==> src/rtl/instr_encoder.sv <==
// Program-load encoder: turns a main-decoder control bundle plus register and
// immediate fields back into a MIPS instruction word with a sequential address.
module instr_encoder #(
  parameter int ADDR_W = 8
) (
  input  logic              clk,
  input  logic              rst,
  input  logic              clr,
  input  logic              in_valid,
  output logic              in_ready,
  input  logic [8:0]        ctrl,
  input  logic [4:0]        rs,
  input  logic [4:0]        rt,
  input  logic [4:0]        rd,
  input  logic [5:0]        funct,
  input  logic [15:0]       imm,
  output logic              out_valid,
  input  logic              out_ready,
  output logic [ADDR_W-1:0] out_addr,
  output logic [31:0]       out_instr,
  output logic              err,
  output logic [7:0]        err_count,
  output logic              wrap
);

  localparam logic [8:0] CTRL_RTYPE = 9'h122;
  localparam logic [8:0] CTRL_LW    = 9'h0F0;
  localparam logic [8:0] CTRL_SW    = 9'h088;
  localparam logic [8:0] CTRL_BEQ   = 9'h005;

  logic [ADDR_W-1:0] wr_ptr;
  logic              legal;
  logic [31:0]       word;
  logic              accept;

  // Handshake: a transfer happens on a rising edge where valid && ready.
  // in_ready depends only on the output register and out_ready, never on
  // in_valid, so the one-entry stage can refill in the cycle it drains.
  assign in_ready = !out_valid || out_ready;
  assign accept   = in_valid && in_ready;

  always_comb begin
    legal = 1'b0;
    word  = '0;
    case (ctrl)
      CTRL_RTYPE: begin
        legal = 1'b1;
        word  = {6'b000000, rs, rt, rd, 5'b00000, funct};
      end
      CTRL_LW: begin
        legal = 1'b1;
        word  = {6'b100011, rs, rt, imm};
      end
      CTRL_SW: begin
        legal = 1'b1;
        word  = {6'b101011, rs, rt, imm};
      end
      CTRL_BEQ: begin
        legal = 1'b1;
        word  = {6'b000100, rs, rt, imm};
      end
      default: begin
        legal = 1'b0;
        word  = '0;
      end
    endcase
  end

  always_ff @(posedge clk or posedge rst) begin
    if (rst) begin
      wr_ptr    <= '0;
      out_valid <= 1'b0;
      out_addr  <= '0;
      out_instr <= '0;
      err       <= 1'b0;
      err_count <= '0;
      wrap      <= 1'b0;
    end else if (clr) begin
      // clr wins over a same-cycle accept; that bundle is simply dropped.
      wr_ptr    <= '0;
      out_valid <= 1'b0;
      out_addr  <= '0;
      out_instr <= '0;
      err       <= 1'b0;
      err_count <= '0;
      wrap      <= 1'b0;
    end else begin
      err <= accept && !legal;
      if (accept && legal) begin
        out_instr <= word;
        out_addr  <= wr_ptr;
        out_valid <= 1'b1;
        wr_ptr    <= wr_ptr + 1'b1;
        if (&wr_ptr) wrap <= 1'b1;
      end else if (out_valid && out_ready) begin
        out_valid <= 1'b0;
      end
      if (accept && !legal && (err_count != 8'hFF)) begin
        err_count <= err_count + 8'd1;
      end
    end
  end

endmodule

==> config.mk <==
export PLATFORM = sky130hd
export DESIGN_NAME = instr_encoder
export DESIGN_NICKNAME = d
export VERILOG_FILES = /design/src/rtl/instr_encoder.sv
export SDC_FILE = /design/constraint.sdc
export NUM_CORES = 1
export LEC_CHECK = 0
export CORE_ASPECT_RATIO = 0.7
export CORE_MARGIN = 2
export CORE_UTILIZATION = 47
export CTS_BUF_LIST = sky130_fd_sc_hd__clkbuf_4 sky130_fd_sc_hd__clkbuf_8 sky130_fd_sc_hd__clkbuf_16
export DETAILED_ROUTE_END_ITERATION = 10
export PLACE_DENSITY = 0.85
export SLEW_MARGIN = 20
export SYNTH_ARGS = -nofsm -noshare
export SYNTH_HDL_FRONTEND = slang
export SYNTH_SLANG_ARGS = --single-unit
==> constraint.sdc <==
create_clock -name clk -period 5 [get_ports clk]
set_clock_uncertainty 0.05 [all_clocks]
set_input_delay 1 -clock clk [delete_from_list [all_inputs] [get_ports clk]]
set_output_delay 1 -clock clk [all_outputs]
set_load 0.02 [all_outputs]
# Word-level counts from Yosys, hierarchy flattened
# Cells that the tools add are included.
# word_totals
reg_bits	59
in_bits	51
wordCells	46
# classes
add_sub_neg	2
eq_ne	5
n_mux	17
n_reduce_logical	15
# ops
cell	n
case mux 32 bit (4 select lines)	1
2-to-1 mux 32 bit	2
2-to-1 mux 8 bit	6
== test 9 x 8 -> 1 bit (second input constant)	2
adder 8 x 1 -> 8 bit (second input constant)	2
== test 9 x 3 -> 1 bit (second input constant)	1
== test 9 bit (second input constant)	1
2-to-1 mux 1 bit	8
!= test 8 bit (second input constant)	1
AND reduction 8 bit	1
nonzero test 2 bit	3
logical AND 1 bit	5
OR reduction 4 bit	1
nonzero test 3 bit	1
zero test 1 bit	2
AND reduction 2 bit	1
logical OR 1 bit	1

# Logic depth before layout (Yosys ltp)
# logic_depth
ltp_word	8
depth_mapped	7

# Least setup slack after synthesis
# OpenSTA, ideal clock, no wires.
# synth_timing
kind	in2reg
start	in ctrl[4]
end	reg out_addr[0]
setup_time_ps	121
arrival_ps	2707
setup_slack_ps	2122
path_stages	7
n_path_buf	2
path_cell_list	or4b_4 > a2111oi_4 > nand3_4 > and3_4 > buf_6 > buf_6 > a22o_1
# synth_via
elab_chain_len	5
word_cells_on_any_way	8
# synth_lines
element	line_no	source
start, declared	11	input logic [8:0] ctrl,
== test 9 x 3 -> 1 bit, or another cell as far along	45	case (ctrl)
OR reduction 4 bit (no line) (*)	-	
2-to-1 mux 1 bit (*)	45	
logical AND 1 bit (*)	89	if (accept && legal) begin
nonzero test 2 bit (no line) (*)	-	
end signal, assigned	91	out_addr <= wr_ptr;
end, declared	19	output logic [ADDR_W-1:0] out_addr,
# Every way passes the cells marked *; elsewhere a longest branch is shown, timed or not.
# A chain may end at the register's enable or synchronous reset.

# Final worst setup path
# layout_timing
start	in out_ready
end	out in_ready
# layout_via
elab_chain_len	1
# layout_lines
element	line_no	source
start, declared	18	input logic out_ready,
logical OR 1 bit	39	assign in_ready = !out_valid || out_ready;
end, declared	10	output logic in_ready,
# No other way between the ends.

==> results.rst <==
.. list-table::
   :header-rows: 1

   * - Metric
     - Value
   * - Result of the run
     - completed
   * - Count of pins on the block boundary
     - 103
   * - Final Slew Violations
     - 0
   * - Standby leakage power
     - 1.55 nW
   * - Via count of the first global-routing pass
     - 2215
   * - CP cell instances
     - clkdlybuf4s50_1 > nand2b_1 > clkdlybuf4s50_1
   * - Clock latency at the later pin of the worst-skew pair
     - 0.32 ns
   * - Proportion of synthesized chip area in sequential cells
     - 0.530
   * - Number of standard cells after synthesis
     - between 200 and 250
   * - Filler cells
     - around 420
   * - Per-cell routed wire length
     - 17.1 um
   * - Number of nets in the finished design
     - 375
   * - Reg2Reg Launch Point
     - err_count[0]
   * - Number of unique standard cell types used by synthesis
     - 45
   * - Full die area
     - 0.00625 mm2
   * - Floorplan die width
     - 93.6 um
   * - Post-CTS Setup Repair Bufs
     - 0
   * - HPWL after detailed placement
     - between 4000 and 5000 um
   * - Root cell of the clock tree
     - sky130_fd_sc_hd__clkbuf_8
   * - Library cell with the largest summed area after synthesis
     - sky130_fd_sc_hd__dfrtp_1
   * - Total Wirelength
     - 6760 um
   * - Startpoint of the lowest-slack hold path
     - out_instr[1]
   * - Required arrival time at the worst endpoint
     - 3.95 ns
   * - R2R setup slack
     - approximately 2.9 ns
   * - Global route overflow
     - 0
   * - Setup_tns
     - 0 ns
   * - Number of cells after detailed placement
     - 387
   * - Final critical-path share of the clock period
     - 0.684
   * - Layout-stage area growth over the synthesis result
     - 42.9%
   * - Pin count of the biggest net entering global routing
     - 57
   * - Remaining antenna violation count
     - 0
   * - Most frequent cells in the layout
     - sky130_fd_sc_hd__clkdlybuf4s50_1 (101), sky130_fd_sc_hd__dfrtp_1 (56), sky130_fd_sc_hd__a22o_1 (27), sky130_fd_sc_hd__nand3_1 (16), sky130_fd_sc_hd__o2bb2ai_1 (12)
   * - Total routing usage reported by global routing
     - 0.233
   * - Worst EP arrival
     - 2.37 ns
   * - Most common library cell in the layout ignoring fill and taps
     - sky130_fd_sc_hd__clkdlybuf4s50_1
   * - P per Cell Area
     - roughly 220 mW/mm2
   * - Layout cell share with drive strength beyond 1
     - 0.0805
   * - Placer's final routability congestion estimate
     - 0.800
   * - Ranking of synthesized cells by area
     - sky130_fd_sc_hd__dfrtp_1 (53%), sky130_fd_sc_hd__a22o_1 (8.9%), sky130_fd_sc_hd__o2bb2ai_1 (4.0%), sky130_fd_sc_hd__a22oi_1 (3.1%), sky130_fd_sc_hd__nand3_1 (3.0%)
   * - Antenna fix cells
     - 0
   * - Syn_area_per_cell
     - ~12 um2
   * - Final setup violating endpoints
     - 0
   * - Inserted Clock Buffers
     - 5
   * - RSZ-0062 raised after global routing
     - false
   * - Number of antenna violations at the first check in global routing
     - 0
   * - Maximum vdd ir drop
     - 0.000121 V
   * - Most frequent cell on the critical path
     - sky130_fd_sc_hd__clkdlybuf4s50_1
   * - Clock H-tree levels
     - 2
   * - Type of element launching the critical path
     - primary input
   * - Worst Hold Path Cells
     - 1
   * - Clk sink count
     - 56
   * - Share of the synthesized area in the top cell type
     - 0.530
   * - Post-route DRC violation count
     - 0
   * - CP top delay family
     - buffers and inverters
   * - Register cell area after layout
     - approximately 0.0014 mm2
   * - Depth of the worst register-to-register path
     - 6
   * - Number of maximum-capacitance violations
     - 0
   * - Die Y
     - 66.8 um
   * - Combined area of all synthesized cells
     - 0.00264 mm2
   * - Maximum achievable frequency
     - 0.292 GHz
   * - Worst slew pin tran
     - 0.858 ns
   * - Maximum net fanout on the critical path
     - 5
   * - Total of hold buffers inserted after clock tree synthesis
     - 0
   * - Number of synthesized register bits
     - 56
   * - Maximum root-to-sink buffer count
     - 2
   * - Wire length of the first global-routing pass
     - 11000 um
   * - Worst hold path type
     - flop to flop
   * - Area occupied by multi-input gates
     - about 0.0011 mm2
   * - Clk pin slew, worst setup/hold paths
     - 0.10 ns
   * - Crit path time final
     - 3.42 ns
   * - Initial standard-cell utilization of the core
     - 0.495
   * - Buffers added on ports
     - 101
   * - Final standard cell count with taps included and fillers excluded
     - 395
   * - Headroom to the max-slew limit
     - 0.428
   * - Row count
     - 22
   * - Post-synthesis net count
     - 281
   * - Hold Path End
     - out_instr[1]
   * - Terminus of the critical flop-to-flop path
     - err_count[3]
   * - Count of vias placed by the detailed router
     - 2262
   * - Fin. Hold Viols
     - 0
   * - Total of cells resized after clock tree synthesis
     - 0
   * - Routed vias/inst
     - 5.73
   * - Library cell contributing the largest single delay on the critical path
     - sky130_fd_sc_hd__clkdlybuf4s50_1
   * - Kind of capture point of the worst setup path
     - output pin
   * - Std-Cell Core Area
     - between 0.005 and 0.006 mm2
   * - Critical Path Max Stage Delay
     - between 0.6 and 0.7 ns
   * - Clock tree from TritonCTS
     - done
   * - Number of buffers and inverters on the critical path
     - 2
   * - Number of warnings reported in the yosys synthesis log
     - 0
   * - Category of the most critical setup path
     - primary input to output pin
   * - First DRT Iteration DRCs
     - about 150
   * - First-pass iteration count of the detailed router
     - 5
-- how the worst max path moves through the flow --
stage	from	endpoint	slack, ns	cells past startpoint
global placement	ctrl[4]	out_instr[17]	1.44	5
floorplan	ctrl[4]	out_addr[0]	2.12	7
finish	out_ready	in_ready	1.58	3
detailed placement	ctrl[4]	out_instr[18]	1.38	5
global route	out_ready	in_ready	1.54	3
CTS	out_ready	in_ready	1.57	3
-- sequential cells by signal, indices dropped and copies added (netlist names) --
register	flops
err_count	8
out_instr	29
wr_ptr	8
out_addr	8
wrap	1
out_valid	1
err	1
-- cell usage after synthesis (all sizes together) --
master / instances
o21a: 1
a22o: 27
o21ai: 2
or2: 2
nor2b: 7
o31ai: 4
nor4: 2
o2bb2ai: 12
a211o: 1
a21o: 4
nand4b: 1
or3: 1
nor4b: 1
mux2: 7
or4: 3
o211ai: 1
and3: 4
a21boi: 1
nand2: 4
o311ai: 2
nand4bb: 1
dfrtp: 56
nor3: 3
nor2: 11
a2111oi: 1
nand2b: 1
a2111o: 1
clkbuf: 6
conb: 1
a22oi: 11
inv: 4
ha: 2
a21oi: 11
nand3: 17
or4b: 1
a32o: 1
nand4: 3
or3b: 1
buf: 9
-- routing by layer --
metal	vias up	global-route usage	routed length, um
met1	1085	0.317	3050
met2	105	0.362	3100
met3	7	0.0679	539
li1	1065	-	-
met4	0	0.0761	69
met5	-	0	0
-- per-stage QoR --
| stage | cell area, um2 | power, mW | util | hold slack, ns | setup WS, ns |
|---|---|---|---|---|---|
| detailed placement | 3660 | 0.550 | 0.686 | 0.424 | 1.38 |
| floorplan | 2640 | 0.499 | - | 0.453 | 2.12 |
| finish | 3780 | 0.844 | 0.707 | 0.448 | 1.58 |
| global route | 3780 | 0.878 | 0.707 | 0.458 | 1.54 |
| global placement | 3660 | 0.548 | 0.685 | 0.411 | 1.44 |
| CTS | 3780 | 0.852 | 0.707 | 0.452 | 1.57 |
-- report_power, final --
| group | internal, mW | switching, mW |
|---|---|---|
| Sequential | 0.455 | 0.00272 |
| Clock | 0.157 | 0.146 |
| Combinational | 0.0454 | 0.0381 |
-- final cells by class --
cell class,instances,area share
clock inverters,2,0.0103
clock buffers,6,0.0202
multi-input cells,153,0.300
well taps,72,0.0238
flip-flops and latches,56,0.371
repair buffers,102,0.270
inverters,4,0.00464
-- cell families after synthesis --
| group | after synthesis | share of synthesized area |
|---|---|---|
| AO/OA/AOI/OAI | 80 | 0.248 |
| AND/OR/NAND/NOR | 63 | 0.141 |
| flip-flops | 56 | 0.530 |
| buffers and inverters | 19 | 0.0407 |
| multiplexers | 7 | 0.0298 |
| adder cells (fa/ha/maj) | 2 | 0.00946 |
| other | 1 | 0.00142 |
No activity file was read; power rests on OpenSTA's default activity.
